### config.mk
export PLATFORM = sky130hd
export DESIGN_NAME = muldiv_unit_flat
export DESIGN_NICKNAME = d
export VERILOG_FILES = /design/src/rtl/muldiv_pkg.sv /design/src/rtl/muldiv_if.sv /design/src/rtl/muldiv_step.sv /design/src/rtl/muldiv_unit.sv /design/src/flat_wrapper.sv
export SDC_FILE = /design/constraint.sdc
export NUM_CORES = 1
export LEC_CHECK = 0
export CAP_MARGIN = 25
export CELL_PAD_IN_SITES_DETAIL_PLACEMENT = 1
export CELL_PAD_IN_SITES_GLOBAL_PLACEMENT = 1
export CORE_ASPECT_RATIO = 0.5
export CORE_MARGIN = 2
export CORE_UTILIZATION = 40
export DETAILED_ROUTE_END_ITERATION = 6
export DONT_BUFFER_PORTS = 1
export GPL_ROUTABILITY_DRIVEN = 1
export PLACE_DENSITY_LB_ADDON = 0.1
export SKIP_LAST_GASP = 1
export SYNTH_ARGS = -nofsm -noshare
export SYNTH_HDL_FRONTEND = slang
export SYNTH_HIERARCHICAL = 1
export SYNTH_SLANG_ARGS = --single-unit
### constraint.sdc
create_clock -name clk -period 14.55 [get_ports clk]
set_input_delay 1.455 -clock clk [delete_from_list [all_inputs] [get_ports clk]]
set_output_delay 1.455 -clock clk [all_outputs]
set_load 0.05 [all_outputs]
### src/rtl/muldiv_pkg.sv
`default_nettype none
// ============================================================================
// Module  : muldiv_pkg
// Brief   : Shared opcode/state encodings and helpers for the HI/LO engine.
// Revision: 1.0 - initial release
// ============================================================================
package muldiv_pkg;

    typedef enum logic [1:0] {
        MD_MULT  = 2'd0,
        MD_MULTU = 2'd1,
        MD_DIV   = 2'd2,
        MD_DIVU  = 2'd3
    } muldiv_op_t;

    typedef enum logic [1:0] {
        MD_IDLE = 2'd0,
        MD_RUN  = 2'd1,
        MD_DONE = 2'd2
    } md_state_t;

    localparam int MD_ITERS = 32;

    function automatic logic isSignedOp(input muldiv_op_t op);
        return (op == MD_MULT) || (op == MD_DIV);
    endfunction

    function automatic logic isDivOp(input muldiv_op_t op);
        return (op == MD_DIV) || (op == MD_DIVU);
    endfunction

endpackage
`default_nettype wire

### src/rtl/muldiv_if.sv
`default_nettype none
// ============================================================================
// Module  : muldiv_if
// Brief   : Execute-stage request / HI-LO result bundle for muldiv_unit.
// Revision: 1.0 - initial release
// ============================================================================
interface muldiv_if
    import muldiv_pkg::*;
#(
    parameter int WIDTH = 32
);
    logic             startE;
    muldiv_op_t       opE;
    logic [WIDTH-1:0] srcaE;
    logic [WIDTH-1:0] srcbE;
    logic             hiwriteE;
    logic             lowriteE;
    logic             busy;
    logic             done;
    logic [WIDTH-1:0] hi;
    logic [WIDTH-1:0] lo;

    modport master (
        output startE, opE, srcaE, srcbE, hiwriteE, lowriteE,
        input  busy, done, hi, lo
    );

    modport slave (
        input  startE, opE, srcaE, srcbE, hiwriteE, lowriteE,
        output busy, done, hi, lo
    );
endinterface
`default_nettype wire

### src/rtl/muldiv_step.sv
`default_nettype none
// ============================================================================
// Module  : muldiv_step
// Brief   : One radix-2 iteration: shift-add multiply or restoring divide.
// Revision: 1.0 - initial release
// ============================================================================
module muldiv_step #(
    parameter int WIDTH = 32
) (
    input  logic             divMode,
    input  logic [WIDTH-1:0] accIn,
    input  logic [WIDTH-1:0] opndIn,
    input  logic [WIDTH-1:0] magIn,
    output logic [WIDTH-1:0] accOut,
    output logic [WIDTH-1:0] opndOut
);
    logic [WIDTH:0]   w_sum;
    logic [WIDTH:0]   w_shRem;
    logic [WIDTH-1:0] w_diff;
    logic             w_ge;

    always_comb begin
        w_sum   = {1'b0, accIn} + (opndIn[0] ? {1'b0, magIn} : '0);
        w_shRem = {accIn, opndIn[WIDTH-1]};
        // Low bits of the difference are exact whenever the subtract is kept.
        w_diff  = w_shRem[WIDTH-1:0] - magIn;
        w_ge    = (w_shRem >= {1'b0, magIn});
        if (divMode) begin
            accOut  = w_ge ? w_diff : w_shRem[WIDTH-1:0];
            opndOut = {opndIn[WIDTH-2:0], w_ge};
        end else begin
            accOut  = w_sum[WIDTH:1];
            opndOut = {w_sum[0], opndIn[WIDTH-1:1]};
        end
    end
endmodule
`default_nettype wire

### src/rtl/muldiv_unit.sv
`default_nettype none
// ============================================================================
// Module  : muldiv_unit
// Brief   : 32-iteration multiply/divide engine owning the HI/LO registers.
// Revision: 1.0 - initial release
// ============================================================================
module muldiv_unit
    import muldiv_pkg::*;
#(
    parameter int WIDTH = 32,
    parameter int CNTW  = 5
) (
    input  logic     clk,
    input  logic     reset,
    muldiv_if.slave  bus
);
    md_state_t        r_state;
    md_state_t        w_stateNext;
    logic [CNTW-1:0]  r_cnt;
    logic             r_isDiv;
    logic             r_negRes;
    logic             r_negRem;
    logic             r_divZero;
    logic [WIDTH-1:0] r_acc;
    logic [WIDTH-1:0] r_opnd;
    logic [WIDTH-1:0] r_mag;
    logic [WIDTH-1:0] r_origA;
    logic [WIDTH-1:0] r_hi;
    logic [WIDTH-1:0] r_lo;
    logic             r_busy;
    logic             r_done;

    logic             w_lastIter;
    logic             w_aNeg;
    logic             w_bNeg;
    logic [WIDTH-1:0] w_aMag;
    logic [WIDTH-1:0] w_bMag;
    logic [WIDTH-1:0] w_accNext;
    logic [WIDTH-1:0] w_opndNext;
    logic [2*WIDTH-1:0] w_mulRes;
    logic [WIDTH-1:0] w_quot;
    logic [WIDTH-1:0] w_rem;
    logic [WIDTH-1:0] w_hiRes;
    logic [WIDTH-1:0] w_loRes;

    assign w_lastIter = (r_cnt == CNTW'(MD_ITERS - 1));

    muldiv_step #(.WIDTH(WIDTH)) u_step (
        .divMode (r_isDiv),
        .accIn   (r_acc),
        .opndIn  (r_opnd),
        .magIn   (r_mag),
        .accOut  (w_accNext),
        .opndOut (w_opndNext)
    );

    always_ff @(posedge clk) begin
        if (reset) r_state <= MD_IDLE;
        else       r_state <= w_stateNext;
    end

    always_comb begin
        w_stateNext = r_state;
        case (r_state)
            MD_IDLE: if (bus.startE) w_stateNext = MD_RUN;
            MD_RUN:  if (w_lastIter) w_stateNext = MD_DONE;
            MD_DONE: w_stateNext = MD_IDLE;
            default: w_stateNext = MD_IDLE;
        endcase
    end

    // 0x8000_0000 negates to itself, which is exactly 2^31 read as unsigned.
    always_comb begin
        w_aNeg = isSignedOp(bus.opE) & bus.srcaE[WIDTH-1];
        w_bNeg = isSignedOp(bus.opE) & bus.srcbE[WIDTH-1];
        w_aMag = w_aNeg ? -bus.srcaE : bus.srcaE;
        w_bMag = w_bNeg ? -bus.srcbE : bus.srcbE;
    end

    always_comb begin
        w_mulRes = {w_accNext, w_opndNext};
        if (r_negRes) w_mulRes = -w_mulRes;
        w_quot = r_negRes ? -w_opndNext : w_opndNext;
        w_rem  = r_negRem ? -w_accNext  : w_accNext;
        w_hiRes = w_mulRes[2*WIDTH-1:WIDTH];
        w_loRes = w_mulRes[WIDTH-1:0];
        if (r_isDiv) begin
            if (r_divZero) begin
                w_hiRes = r_origA;
                w_loRes = '1;
            end else begin
                w_hiRes = w_rem;
                w_loRes = w_quot;
            end
        end
    end

    always_ff @(posedge clk) begin
        if (reset) begin
            r_cnt     <= '0;
            r_isDiv   <= 1'b0;
            r_negRes  <= 1'b0;
            r_negRem  <= 1'b0;
            r_divZero <= 1'b0;
            r_acc     <= '0;
            r_opnd    <= '0;
            r_mag     <= '0;
            r_origA   <= '0;
            r_hi      <= '0;
            r_lo      <= '0;
            r_busy    <= 1'b0;
            r_done    <= 1'b0;
        end else begin
            r_busy <= (w_stateNext != MD_IDLE);
            r_done <= (w_stateNext == MD_DONE);
            case (r_state)
                MD_IDLE: begin
                    if (bus.startE) begin
                        r_cnt     <= '0;
                        r_isDiv   <= isDivOp(bus.opE);
                        r_negRes  <= w_aNeg ^ w_bNeg;
                        r_negRem  <= w_aNeg;
                        r_divZero <= (bus.srcbE == '0);
                        r_origA   <= bus.srcaE;
                        r_acc     <= '0;
                        r_opnd    <= isDivOp(bus.opE) ? w_aMag : w_bMag;
                        r_mag     <= isDivOp(bus.opE) ? w_bMag : w_aMag;
                    end else begin
                        if (bus.hiwriteE) r_hi <= bus.srcaE;
                        if (bus.lowriteE) r_lo <= bus.srcaE;
                    end
                end
                MD_RUN: begin
                    r_acc  <= w_accNext;
                    r_opnd <= w_opndNext;
                    r_cnt  <= r_cnt + 1'b1;
                    if (w_lastIter) begin
                        r_hi <= w_hiRes;
                        r_lo <= w_loRes;
                    end
                end
                default: ;
            endcase
        end
    end

    assign bus.busy = r_busy;
    assign bus.done = r_done;
    assign bus.hi   = r_hi;
    assign bus.lo   = r_lo;
endmodule
`default_nettype wire

### src/flat_wrapper.sv
// flat-port wrapper written by rule: the top's interface ports become plain ports
module muldiv_unit_flat import muldiv_pkg::*;
#(
    parameter int WIDTH = 32,
    parameter int CNTW  = 5
)
  (clk, reset, bus_startE, bus_opE, bus_srcaE, bus_srcbE, bus_hiwriteE, bus_lowriteE, bus_busy, bus_done, bus_hi, bus_lo);
  muldiv_if #(.WIDTH(WIDTH)) bus_i ();
  input  logic clk;
  input  logic reset;
  input wire logic [$bits(bus_i.startE)-1:0] bus_startE;
  input wire logic [$bits(bus_i.opE)-1:0] bus_opE;
  input wire logic [$bits(bus_i.srcaE)-1:0] bus_srcaE;
  input wire logic [$bits(bus_i.srcbE)-1:0] bus_srcbE;
  input wire logic [$bits(bus_i.hiwriteE)-1:0] bus_hiwriteE;
  input wire logic [$bits(bus_i.lowriteE)-1:0] bus_lowriteE;
  output wire logic [$bits(bus_i.busy)-1:0] bus_busy;
  output wire logic [$bits(bus_i.done)-1:0] bus_done;
  output wire logic [$bits(bus_i.hi)-1:0] bus_hi;
  output wire logic [$bits(bus_i.lo)-1:0] bus_lo;
  assign bus_i.startE = bus_startE;
  assign bus_i.opE = bus_opE;
  assign bus_i.srcaE = bus_srcaE;
  assign bus_i.srcbE = bus_srcbE;
  assign bus_i.hiwriteE = bus_hiwriteE;
  assign bus_i.lowriteE = bus_lowriteE;
  assign bus_busy = bus_i.busy;
  assign bus_done = bus_i.done;
  assign bus_hi = bus_i.hi;
  assign bus_lo = bus_i.lo;
  muldiv_unit #(.WIDTH(WIDTH), .CNTW(CNTW)) u_core (.clk(clk), .reset(reset), .bus(bus_i));
endmodule
==> impl_metrics.py <==
metrics = {
    "final_layout": {
        "drive_gt1_share_pct": 8.48,
        "syn_to_final_growth_pct": 7.01,
        "antennaDiodeCount": 0,
        "fin_cells": 2722,
        "fillers": 5077,
        "nets": 2308,
        "fin_area_sq_um": 18000,
    },
    "timing": {
        "skew_ns": 0.0261,
        "setup_tns_ns": 0,
        "timing.fmax_ghz": 0.151,
        "setup_viol": 0,
        "rsz0062_at_grt": "false",
        "fin_crit_sh_pct": 45.5,
        "maxSlewViolCount": 0,
        "worst_pin_slew_ns": 1.09,
        "period_needed_ns": 6.61,
        "hold_ws_ns": 0.452,
        "hold_violations": 0,
        "slew_headroom_pct": 26.7,
    },
    "synthesis": {
        "ys.flop_type": "dfxtp_1",
        "yosysSeqAreaShare_pct": 24.4,
        "async_flop_share_pct": 0,
        "yosys_warnings": 6,
        "synth_cells": 2265,
        "synth.avg_cell_area_sq_um": 7.41,
        "synth_area_sq_um": 16800,
        "yosysUniqueCellTypes": 93,
        "synth_enable_flop_cells": 0,
        "synth_area_leader_cell": "dfxtp_1",
        "synth_top_cell_area_share_pct": 24.4,
        "synth_area_leaders": "dfxtp_1 24%, nand2_1 6.0%, a21oi_1 5.7%",
        "ys_ff_latch": 205,
        "syn-num-nets": 2408,
    },
    "cts": {
        "cts-root-buf": "clkbuf_16",
        "cts_htree_levels": 1,
        "cts_tree": "built",
        "cts_buffers": 24,
        "postCtsResizedCells": 0,
        "cts_hold_buffers": 0,
        "clk_path_buf_depth": 3,
        "clock_sinks": 205,
        "clk_pin_slew_worst_paths_ns": 0.07,
        "clk-insertion-delay-late_ns": 0.57,
        "postCtsSetupBuffers": 0,
    },
    "critical_path": {
        "crit_type": "reg2reg",
        "cp-start-kind": "flip-flop",
        "cp_max_fo": 37,
        "arrival_ns": 7.07,
        "end_kind": "flip-flop",
        "worstPathRequired_ns": 15.01,
        "r2r_setup_slack_ns": 7.94,
    },
    "grt": {
        "antenna_found_initial": 2,
        "grt_max_degree": 163,
        "grt_overflow_total": 0,
        "grt_pass1_wl_mm": 111,
        "grt_pass1_vias": 17000,
        "grt_usage_pct": 33.2,
    },
    "die": {
        "rows": 52,
        "initial_core_util_pct": 41.0,
        "design.die.area_sq_um": 43700,
        "core_sq_um": 40900,
        "io_pins": 137,
        "die_x_um": 294,
        "die_y_um": 149,
    },
    "routing": {
        "drt-pass1-iter-count": 6,
        "drtIter0Drc": 1709,
        "drc": 0,
        "routed_wl_mm": 73.8,
        "avgViaCountPerCell": 6.44,
        "num_vias": 17500,
        "ant_nets": 0,
        "avgRoutedWirePerCell_um": 27.1,
    },
    "placed_design": {
        "hpwl_mm": 54.3,
        "dp.cells": 2675,
        "gp_congestion": 0.922,
        "placed_area_sq_um": 17100,
        "io_buffers": 0,
    },
    "power": {
        "power_mw": 1.92,
        "power.leakage_nw": 6.67,
        "max-vdd-ir-drop_mv": 0.0808,
        "power_density_nw_per_um2": 107,
    },
    "outcome": {
        "status": "completed",
    },
    "hold_path": {
        "worstHoldPathType": "reg2reg",
    },
    "job": {
        "maxCapViolCount": 0,
    },
}
-- flip-flops by register name, summed over array words and instances (netlist names), 2 cells and up --
register and count:
u_core/r_cnt 5, u_core/r_origA 32, u_core/bus.lo 32, u_core/r_mag 32
u_core/bus.hi 32, u_core/r_acc 32, u_core/r_opnd 32, u_core/r_state 2
-- through the flow --
step                      worst slack [ns]  utilization, %
after floorplan                       9.66               -
after global placement                8.29            41.7
after detailed placement              8.20            41.8
after CTS                             8.19            43.8
after global routing                  7.72            43.9
final                                 7.94            43.9
-- metal layers --
| metal | GRT usage (%) | wire length [um] |
|---|---|---|
| met1 | 49.7 | 35500 |
| met2 | 47.7 | 29900 |
| met3 | 8.72 | 7090 |
| met4 | 5.99 | 1270 |
| met5 | 0 | 0 |
-- power by group --
part	total, mW	leakage, nW	switching (mW)	internal (mW)
Clock	0.680	0.424	0.284	0.396
Combinational	0.566	4.57	0.376	0.190
Sequential	0.677	1.68	0.0795	0.597
-- critical path, cell delays in order (launching register included) --
cell       delay [ns]
dfxtp_1          0.53
inv_1            0.09
ha_1             0.39
a21oi_1          0.18
o21ai_1          0.16
a2111oi_2        0.47
o21bai_4         0.13
a311oi_4         0.37
nor2_4           0.15
buf_4            0.31
mux2_2           0.44
inv_1            0.09
ha_1             0.17
nand2b_1         0.15
nor4_1           0.80
nand4b_1         0.88
nor3_1           0.63
o221ai_1         0.22
a221oi_1         0.31
-- cells in the mapped netlist (28+ instances only) --
library cell	instances
a21oi_1	192
mux2i_1	31
a211oi_1	30
ha_1	70
and2_1	36
o211ai_1	40
o31ai_1	31
xor2_1	96
nor3_1	41
nor4_1	31
nand2_1	270
nand3_1	39
a31oi_1	28
dfxtp_1	205
clkbuf_1	138
xnor2_1	85
o21ai_0	161
a22oi_1	47
nor2_1	208
mux2_2	35
inv_1	67
-- worst paths after layout --
check | end | start | cells after the start
worst max-delay path | u_core/bus.hi[14] | u_core/r_mag[28] | 18
worst min-delay path | u_core/r_origA[25] | u_core/r_origA[25] | 2
worst max register to register | u_core/bus.hi[14] | u_core/r_mag[28] | 18
worst min register to register | u_core/r_origA[25] | u_core/r_origA[25] | 2
-- layout by cell type, fill, tap and decap left out, types with 47 or more instances in the layout --
cell type,instances
dfxtp_1,202
xnor2_1,85
nand2_1,269
a21oi_1,190
a22oi_1,47
o21ai_0,161
ha_1,70
inv_1,66
xor2_1,96
nor2_1,208
-- cell families (layout without fill, tap and decap cells) --
logic type	count (synthesis)	after routing	share of synthesized area (%)
simple gates	765	765	21.6
flops	205	205	24.4
xor+xnor	181	181	9.44
mux	67	67	4.28
compound gates	740	740	29.2
buf+inv	235	152	5.64
fa+ha+maj	72	72	5.45
-- final cells by class --
type / count / area [sq um] / area share [%]
Clock buffer: 29 / 661 / 3.68
Clock inverter: 14 / 189 / 1.05
Inverter: 67 / 251 / 1.40
Multi-Input combinational cell: 1825 / 11800 / 65.5
Sequential cell: 205 / 4110 / 22.9
Tap cell: 540 / 676 / 3.76
Timing Repair Buffer: 42 / 314 / 1.75
Power figures use the tool's default switching activity.
